File: config.mk
export PLATFORM = sky130hd
export DESIGN_NAME = mux_rr_arbiter
export DESIGN_NICKNAME = d
export VERILOG_FILES = /design/src/rtl/mux_rr_arbiter.sv
export SDC_FILE = /design/constraint.sdc
export NUM_CORES = 1
export LEC_CHECK = 0
export ABC_AREA = 1
export CORE_MARGIN = 8
export CORE_UTILIZATION = 62
export CTS_BUF_LIST = sky130_fd_sc_hd__clkbuf_4 sky130_fd_sc_hd__clkbuf_8
export DETAILED_ROUTE_END_ITERATION = 6
export PLACE_DENSITY = 0.87
export SYNTH_ARGS = -nofsm -noshare
export SYNTH_HDL_FRONTEND = slang
export SYNTH_SLANG_ARGS = --single-unit
File: constraint.sdc
create_clock -name clk -period 3.53 [get_ports clk]
set_clock_uncertainty 0.15 [all_clocks]
set_input_delay 1.059 -clock clk [delete_from_list [all_inputs] [get_ports clk]]
set_output_delay 1.059 -clock clk [all_outputs]
set_load 0.005 [all_outputs]
File: src/rtl/mux_rr_arbiter.sv
// Four-requester round-robin arbiter with a hold limit, steering a 4:1 one-bit data mux.
// gnt/select/valid are registered; q is the combinational mux output.
module mux_rr_arbiter #(
  parameter int MAX_HOLD = 8
) (
  input  logic       clk,
  input  logic       rst_n,
  input  logic [3:0] req,
  input  logic [3:0] d,
  output logic [3:0] gnt,
  output logic [1:0] select,
  output logic       valid,
  output logic       q
);

  typedef enum logic {
    IDLE  = 1'b0,
    GRANT = 1'b1
  } state_t;

  localparam logic [7:0] HOLD_LAST = 8'(MAX_HOLD - 1);

  state_t     state, nxt_state;
  logic [3:0] nxt_gnt;
  logic [1:0] nxt_select;
  logic       nxt_valid;
  logic [1:0] ptr, nxt_ptr;
  logic [7:0] cnt, nxt_cnt;

  logic       any_found, other_found;
  logic [1:0] any_idx, other_idx;

  // First set bit of mask visiting start, start+1, ... with 2-bit wraparound.
  function automatic logic [2:0] pick_first(input logic [3:0] mask, input logic [1:0] start);
    logic       found;
    logic [1:0] idx;
    logic [1:0] cand;
    found = 1'b0;
    idx   = 2'd0;
    for (int k = 0; k < 4; k++) begin
      cand = start + 2'(k);
      if (!found && mask[cand]) begin
        found = 1'b1;
        idx   = cand;
      end
    end
    return {found, idx};
  endfunction

  assign {any_found, any_idx}     = pick_first(req, ptr);
  assign {other_found, other_idx} = pick_first(req & ~gnt, ptr);

  // NOTE: every always_comb output gets a default first, so no path can infer a latch.
  always_comb begin
    nxt_state  = state;
    nxt_gnt    = gnt;
    nxt_select = select;
    nxt_valid  = valid;
    nxt_ptr    = ptr;
    nxt_cnt    = cnt;

    unique case (state)
      IDLE: begin
        if (any_found) begin
          nxt_state  = GRANT;
          nxt_gnt    = 4'b0001 << any_idx;
          nxt_select = any_idx;
          nxt_valid  = 1'b1;
          nxt_ptr    = any_idx + 2'd1;
          nxt_cnt    = 8'd0;
        end
      end

      GRANT: begin
        if (req[select]) begin
          if (cnt < HOLD_LAST) begin
            nxt_cnt = cnt + 8'd1;
          end else if (other_found) begin
            nxt_gnt    = 4'b0001 << other_idx;
            nxt_select = other_idx;
            nxt_ptr    = other_idx + 2'd1;
            nxt_cnt    = 8'd0;
          end
          // Limit reached with nobody waiting: keep grant, counter stays saturated.
        end else if (any_found) begin
          nxt_gnt    = 4'b0001 << any_idx;
          nxt_select = any_idx;
          nxt_ptr    = any_idx + 2'd1;
          nxt_cnt    = 8'd0;
        end else begin
          // select deliberately keeps its last value while idle.
          nxt_state = IDLE;
          nxt_gnt   = 4'b0000;
          nxt_valid = 1'b0;
          nxt_cnt   = 8'd0;
        end
      end

      default: nxt_state = IDLE;
    endcase
  end

  // NOTE: sequential state uses non-blocking assignments so all registers update together at the edge.
  always_ff @(posedge clk) begin
    if (!rst_n) begin
      state  <= IDLE;
      gnt    <= 4'b0000;
      select <= 2'b00;
      valid  <= 1'b0;
      ptr    <= 2'd0;
      cnt    <= 8'd0;
    end else begin
      state  <= nxt_state;
      gnt    <= nxt_gnt;
      select <= nxt_select;
      valid  <= nxt_valid;
      ptr    <= nxt_ptr;
      cnt    <= nxt_cnt;
    end
  end

  assign q = valid ? d[select] : 1'b0;

endmodule

# After elaboration in Yosys (flattened, before gate mapping)
# Index checks and enable logic that the tools add are counted.
# word_totals
output_inout_bits,8
word_cells,110
regBits,18
input_bits,10
# op_classes
n_shift,2
n_bitwise,3
addsub,6
magnitude_cmp,6
muxes,65
n_reduce_logical,16
eq_ne,6
# ops
operator,n
2-to-1 mux 2 bit,16
2-to-1 mux 8 bit,4
2-to-1 mux 1 bit,24
binary-select mux 1 bit (select 2 bit),10
2-to-1 mux 4 bit,5
one-hot mux 8 bit (2 select lines),1
"less-than comparator 2 x 3 -> 1 bit, second input constant",5
"adder 8 x 1 -> 8 bit, second input constant",1
"less-than comparator 8 x 3 -> 1 bit, second input constant",1
one-hot mux 2 bit (2 select lines),2
one-hot mux 4 bit (2 select lines),1
"left shift 1 x 2 -> 4 bit, first input constant",2
"adder 2 x 1 -> 2 bit, second input constant",3
logical AND 1 bit,6
zero test 1 bit,6
"inequality test 2 bit, second input constant",3
"inequality test 3 bit, second input constant",2
AND reduction 3 bit,2
"adder 2 bit, second input constant",2
AND 4 bit,1
"inequality test 4 x 3 -> 1 bit, second input constant",1
inverter 4 bit,1
one-hot mux 1 bit (2 select lines),2
AND reduction 2 bit,2
inverter 1 bit,1

# Longest topological paths before layout
# depth
word_depth,19
ltp_mapped,17
mapped_depth_nobuf,16

# Least setup slack after synthesis
# OpenSTA, ideal clock, no wires.
# synth_path
path_kind,in2reg
startpoint,in req[3]
endpoint,reg ptr[1]
setup_ps,114
t_arrival_ps,2520
setup_slack_ps,746
cell_stages,12
required_ps,3266
n_path_buf,0
path_cell_list,inv_1 nand2_1 nand3_1 nand2_2 nor2_4 nand3_4 nand3_1 inv_1 ha_1 or2_1 a21oi_1 nor2_1
# synth_via
elab_chain_len,18
elab_cells_between_ends,57
classes_between,2 x add/sub; 2 x eq/ne; 39 x mux; 1 x bitwise; 13 x reduce/logical
# synth_rtl
item,line,source
start: declaration,8,"input logic [3:0] req,"
AND 4 bit,51,"assign {other_found, other_idx} = pick_first(req & ~gnt, ptr);"
binary-select mux 1 bit (select 2 bit),42,if (!found && mask[cand]) begin
2-to-1 mux 1 bit (implied by the code),42,
2-to-1 mux 1 bit,42,
zero test 1 bit,42,
logical AND 1 bit,42,
2-to-1 mux 1 bit,42,
zero test 1 bit,42,
[... 2 more ...],n/a,
zero test 1 bit,42,
logical AND 1 bit,42,
2-to-1 mux 2 bit,42,
adder 2 x 1 -> 2 bit,81,nxt_ptr = other_idx + 2'd1;
2-to-1 mux 2 bit,78,end else if (other_found) begin
2-to-1 mux 2 bit,76,if (cnt < HOLD_LAST) begin
2-to-1 mux 2 bit,75,if (req[select]) begin
one-hot mux 2 bit (2 select lines),62,unique case (state)
end signal: assignment,117,ptr <= nxt_ptr;
end: declaration,27,"logic [1:0] ptr, nxt_ptr;"
# Parallel ways exist; a longest one is shown, timed or not. The select of a mux whose other input is x is not followed.
# A chain may end at the register's enable or synchronous reset.

# Final worst setup path
# layout_path
startpoint,in d[0]
endpoint,out q
# layout_via
elab_chain_len,3
# layout_rtl
item,line,source
start: declaration,9,"input logic [3:0] d,"
binary-select mux 1 bit (select 2 bit),122,assign q = valid ? d[select] : 1'b0;
2-to-1 mux 1 bit (implied by the code),122,
2-to-1 mux 1 bit,122,
end: declaration,13,output logic q
# Every way passes these cells. The select of a mux whose other input is x is not followed.

==> flow_summary.rst <==
.. list-table::
   :header-rows: 1

   * - Metric
     - Value
   * - Run status
     - completed
   * - Critical path origin
     - d[0]
   * - Number of global-route vias before repair
     - between 1.5k and 2k
   * - Termination of the worst setup path
     - q
   * - Worst hold slack
     - a little under 0.3 ns
   * - Global-route wire length before repair
     - 6750 µm
   * - Clock Latency Late Sink
     - 0.29 ns
   * - Fraction of final layout cells with drive strength greater than 1
     - about 18%
   * - Post-Place Cells
     - 300
   * - Count of routing violations after the opening detailed-route iteration
     - 128
   * - Clock Root Buffer
     - sky130_fd_sc_hd__clkbuf_4
   * - Register bit count reported by yosys
     - 18
   * - Post-detailed-route count of antenna-violating nets
     - 0
   * - Routability congestion estimate
     - 0.892
   * - DP Wirelength
     - 3070 µm
   * - Area share of the largest cell type after synthesis
     - 23.1%
   * - Hold violation count in the final report
     - 0
   * - Total grt overflow
     - 0
   * - Worst rel slew slack
     - 75.3%
   * - CTS clk-pin slew, worst paths
     - 0.10 ns
   * - # Max-Cap Violations
     - 0
   * - Most frequent cells in the layout
     - 78 x sky130_fd_sc_hd__nand2_1, 30 x sky130_fd_sc_hd__inv_1, 25 x sky130_fd_sc_hd__nand3_1
   * - Measured slew at the worst slew-check pin
     - around 0.37 ns
   * - Count of boundary I/O pins
     - 18
   * - Via count
     - 1663
   * - Final standard cell count with taps included and fillers excluded
     - 304
   * - Setup repair after global routing missed its margin
     - false
   * - Post-synth cell types
     - 29
   * - Gate count after technology mapping
     - 252
   * - RR Startpoint
     - ptr[0]
   * - Number of detailed-routing iterations run before antenna repair
     - 5
   * - Mean number of vias per cell
     - 5.47
   * - Startpoint of the lowest-slack hold path
     - cnt[5]
   * - Number of pins with negative max-slew slack in the final report
     - 0
   * - Antenna violations before repair
     - 0
   * - Core box area
     - roughly 2400 µm²
   * - Data arrival time of the critical path
     - 2.18 ns
   * - Drt total wl
     - roughly 4000 µm
   * - Crit. End Element
     - output port
   * - CP Class
     - primary input to output port
   * - Peak supply drop
     - 0.601 mV
   * - Hold buffers post-CTS
     - 0
   * - Setup violators final
     - 0
   * - Cell taking the most area after synthesis
     - sky130_fd_sc_hd__dfxtp_1
   * - Final routed DRC violation total
     - 0
   * - Final net count
     - 291
   * - CTS Buf Count
     - 3
   * - Total leakage power
     - 0.899 nW
   * - TritonCTS clock tree
     - done
   * - Detail-routed net length per standard cell
     - 12.9 µm
   * - Setup fix buffers added after clock tree synthesis
     - 0
   * - Num rows
     - 18
   * - Sink count of the clock tree
     - 18
   * - Final period util
     - 96.0%
   * - Sequential cell area fraction in the yosys report
     - between 20% and 30%
   * - Starting utilization of the core area
     - 64.2%
   * - Overall fraction of global-route tracks in use
     - 19.1%
   * - Ant diodes
     - 0
   * - Post-Syn Nets
     - 268
   * - Most common cell after layout, fill and taps aside
     - sky130_fd_sc_hd__nand2_1
   * - Leading post-synthesis cells by cell area
     - sky130_fd_sc_hd__dfxtp_1 23%, sky130_fd_sc_hd__nand2_1 19%, sky130_fd_sc_hd__nand3_1 8.0%
   * - Count of H-tree levels built during CTS
     - 1
   * - Number of buffers added on ports
     - 17
   * - Die outline width
     - ~66 µm
   * - Cell area after synthesis
     - 1560 µm²
   * - Register-to-register setup slack
     - 1.01 ns
   * - Data required time of the critical path
     - 2.32 ns
   * - Clock period minus final worst setup slack
     - between 3 and 4 ns
   * - Area of the die
     - 4380 µm²
   * - Worst hold path type
     - register to register
   * - Die height
     - about 66 µm
   * - Number of warnings reported in the yosys synthesis log
     - 0
   * - Maximum number of pins on one net before global-route repair
     - 15
   * - Worst setup SP type
     - primary input
   * - Pwr per Cell Area
     - roughly 900 nW/µm²
   * - Final core utilization
     - 74.3%
   * - Maximum fanout along the worst path
     - 1
   * - Maximum operating frequency
     - 295 MHz
   * - Terminus of the critical flop-to-flop path
     - ptr[1]
   * - Deepest clock path buffer count
     - 2
   * - Area added between synthesis and finish
     - 15.7%
   * - Mean cell area of the mapped netlist
     - 6.20 µm²
   * - Worst reg-to-reg path cell count
     - 14
[synth_stat cells]
library cell,number
sky130_fd_sc_hd__inv_2,6
sky130_fd_sc_hd__nand2_4,1
sky130_fd_sc_hd__or2_1,1
sky130_fd_sc_hd__nand2_1,78
sky130_fd_sc_hd__a21boi_0,1
sky130_fd_sc_hd__buf_2,1
sky130_fd_sc_hd__o21ai_0,8
sky130_fd_sc_hd__dfxtp_1,18
sky130_fd_sc_hd__nand4_1,5
sky130_fd_sc_hd__o21ai_1,2
sky130_fd_sc_hd__nor2_2,3
sky130_fd_sc_hd__o21ai_2,1
sky130_fd_sc_hd__nand3_4,1
sky130_fd_sc_hd__buf_6,2
sky130_fd_sc_hd__a211oi_1,1
sky130_fd_sc_hd__inv_1,30
sky130_fd_sc_hd__inv_4,1
sky130_fd_sc_hd__nor2_1,20
sky130_fd_sc_hd__a21oi_1,9
sky130_fd_sc_hd__a21oi_2,3
sky130_fd_sc_hd__nor2_4,6
sky130_fd_sc_hd__nor4_1,1
sky130_fd_sc_hd__nand3_1,25
sky130_fd_sc_hd__nor2_8,1
sky130_fd_sc_hd__nand3b_1,2
sky130_fd_sc_hd__ha_1,6
sky130_fd_sc_hd__nor3_2,2
sky130_fd_sc_hd__nand2_2,15
sky130_fd_sc_hd__a31oi_1,2
[metrics by stage]
step / instance area, µm² / power, mW / setup WS (ns) / setup TNS (ns)
after floorplan: 1560 / 1.15 / 0.746 / 0
after global placement: 1770 / 1.41 / -0.0850 / -0.0850
after detailed placement: 1770 / 1.43 / -0.222 / -0.222
after CTS: 1810 / 1.57 / 0.136 / 0
after global routing: 1810 / 1.74 / 0.0536 / 0
final: 1810 / 1.59 / 0.141 / 0
[power by group]
part           switching (mW)  internal, mW  leakage [nW]
Clock                  0.0664        0.0628        0.0210
Sequential             0.0555         0.249         0.148
Combinational           0.741         0.414         0.730
Total                   0.862         0.726         0.899
[worst max-delay path, cell delays in order]
cell	delay (ns)
sky130_fd_sc_hd__clkdlybuf4s50_1	0.45
sky130_fd_sc_hd__nor2_1	0.03
sky130_fd_sc_hd__nor2_1	0.09
sky130_fd_sc_hd__o21ai_0	0.11
sky130_fd_sc_hd__a21boi_1	0.18
sky130_fd_sc_hd__dlygate4sd2_1	0.26
[state kept, by name, summed over array words and instances, names as in the netlist]
signal,count
state,1
ptr,2
valid,1
cnt,8
select,2
gnt,4
[routing by layer]
metal	routed length, µm	GRT usage [%]	vias up	share of wire (%)
met5	0	0	-	0
met4	92	6.40	0	2.3
met3	232	3.39	12	5.9
met2	1870	32.8	61	48
met1	1740	23.1	746	44
li1	-	-	844	-
[worst min-delay path by stage]
| stage | endpoint | cells after the start |
|---|---|---|
| after floorplan | cnt[5] | 2 |
| after global placement | cnt[5] | 2 |
| after global routing | cnt[5] | 2 |
| final | cnt[5] | 2 |
| after CTS | cnt[5] | 2 |
| after detailed placement | cnt[5] | 2 |
[cell type report]
type / instances / area, µm²
Sequential cell: 18 / 360
Fill cell: 215 / 624
Inverter: 37 / 141
Tap cell: 30 / 37.5
Clock buffer: 4 / 36.3
Multi-Input combinational cell: 194 / 1030
Timing Repair Buffer: 21 / 199
[repair_timing]
| action | 4_1_cts | 5_1_grt |
|---|---|---|
| hold endpoints to repair | 0 | 0 |
| gates resized for setup | 2 | 0 |
| setup endpoints to repair | 1 | 0 |
[cells by family (layout without fill, tap and decap cells)]
| family | count (synthesis) | in the layout | synth area share (%) |
|---|---|---|---|
| compound gates | 27 | 27 | 10.1 |
| fa+ha+maj | 6 | 6 | 4.80 |
| buf+inv | 40 | 62 | 10.8 |
| flops | 18 | 18 | 23.1 |
| simple gates | 161 | 161 | 51.2 |
(Power assumes the default switching activity.)
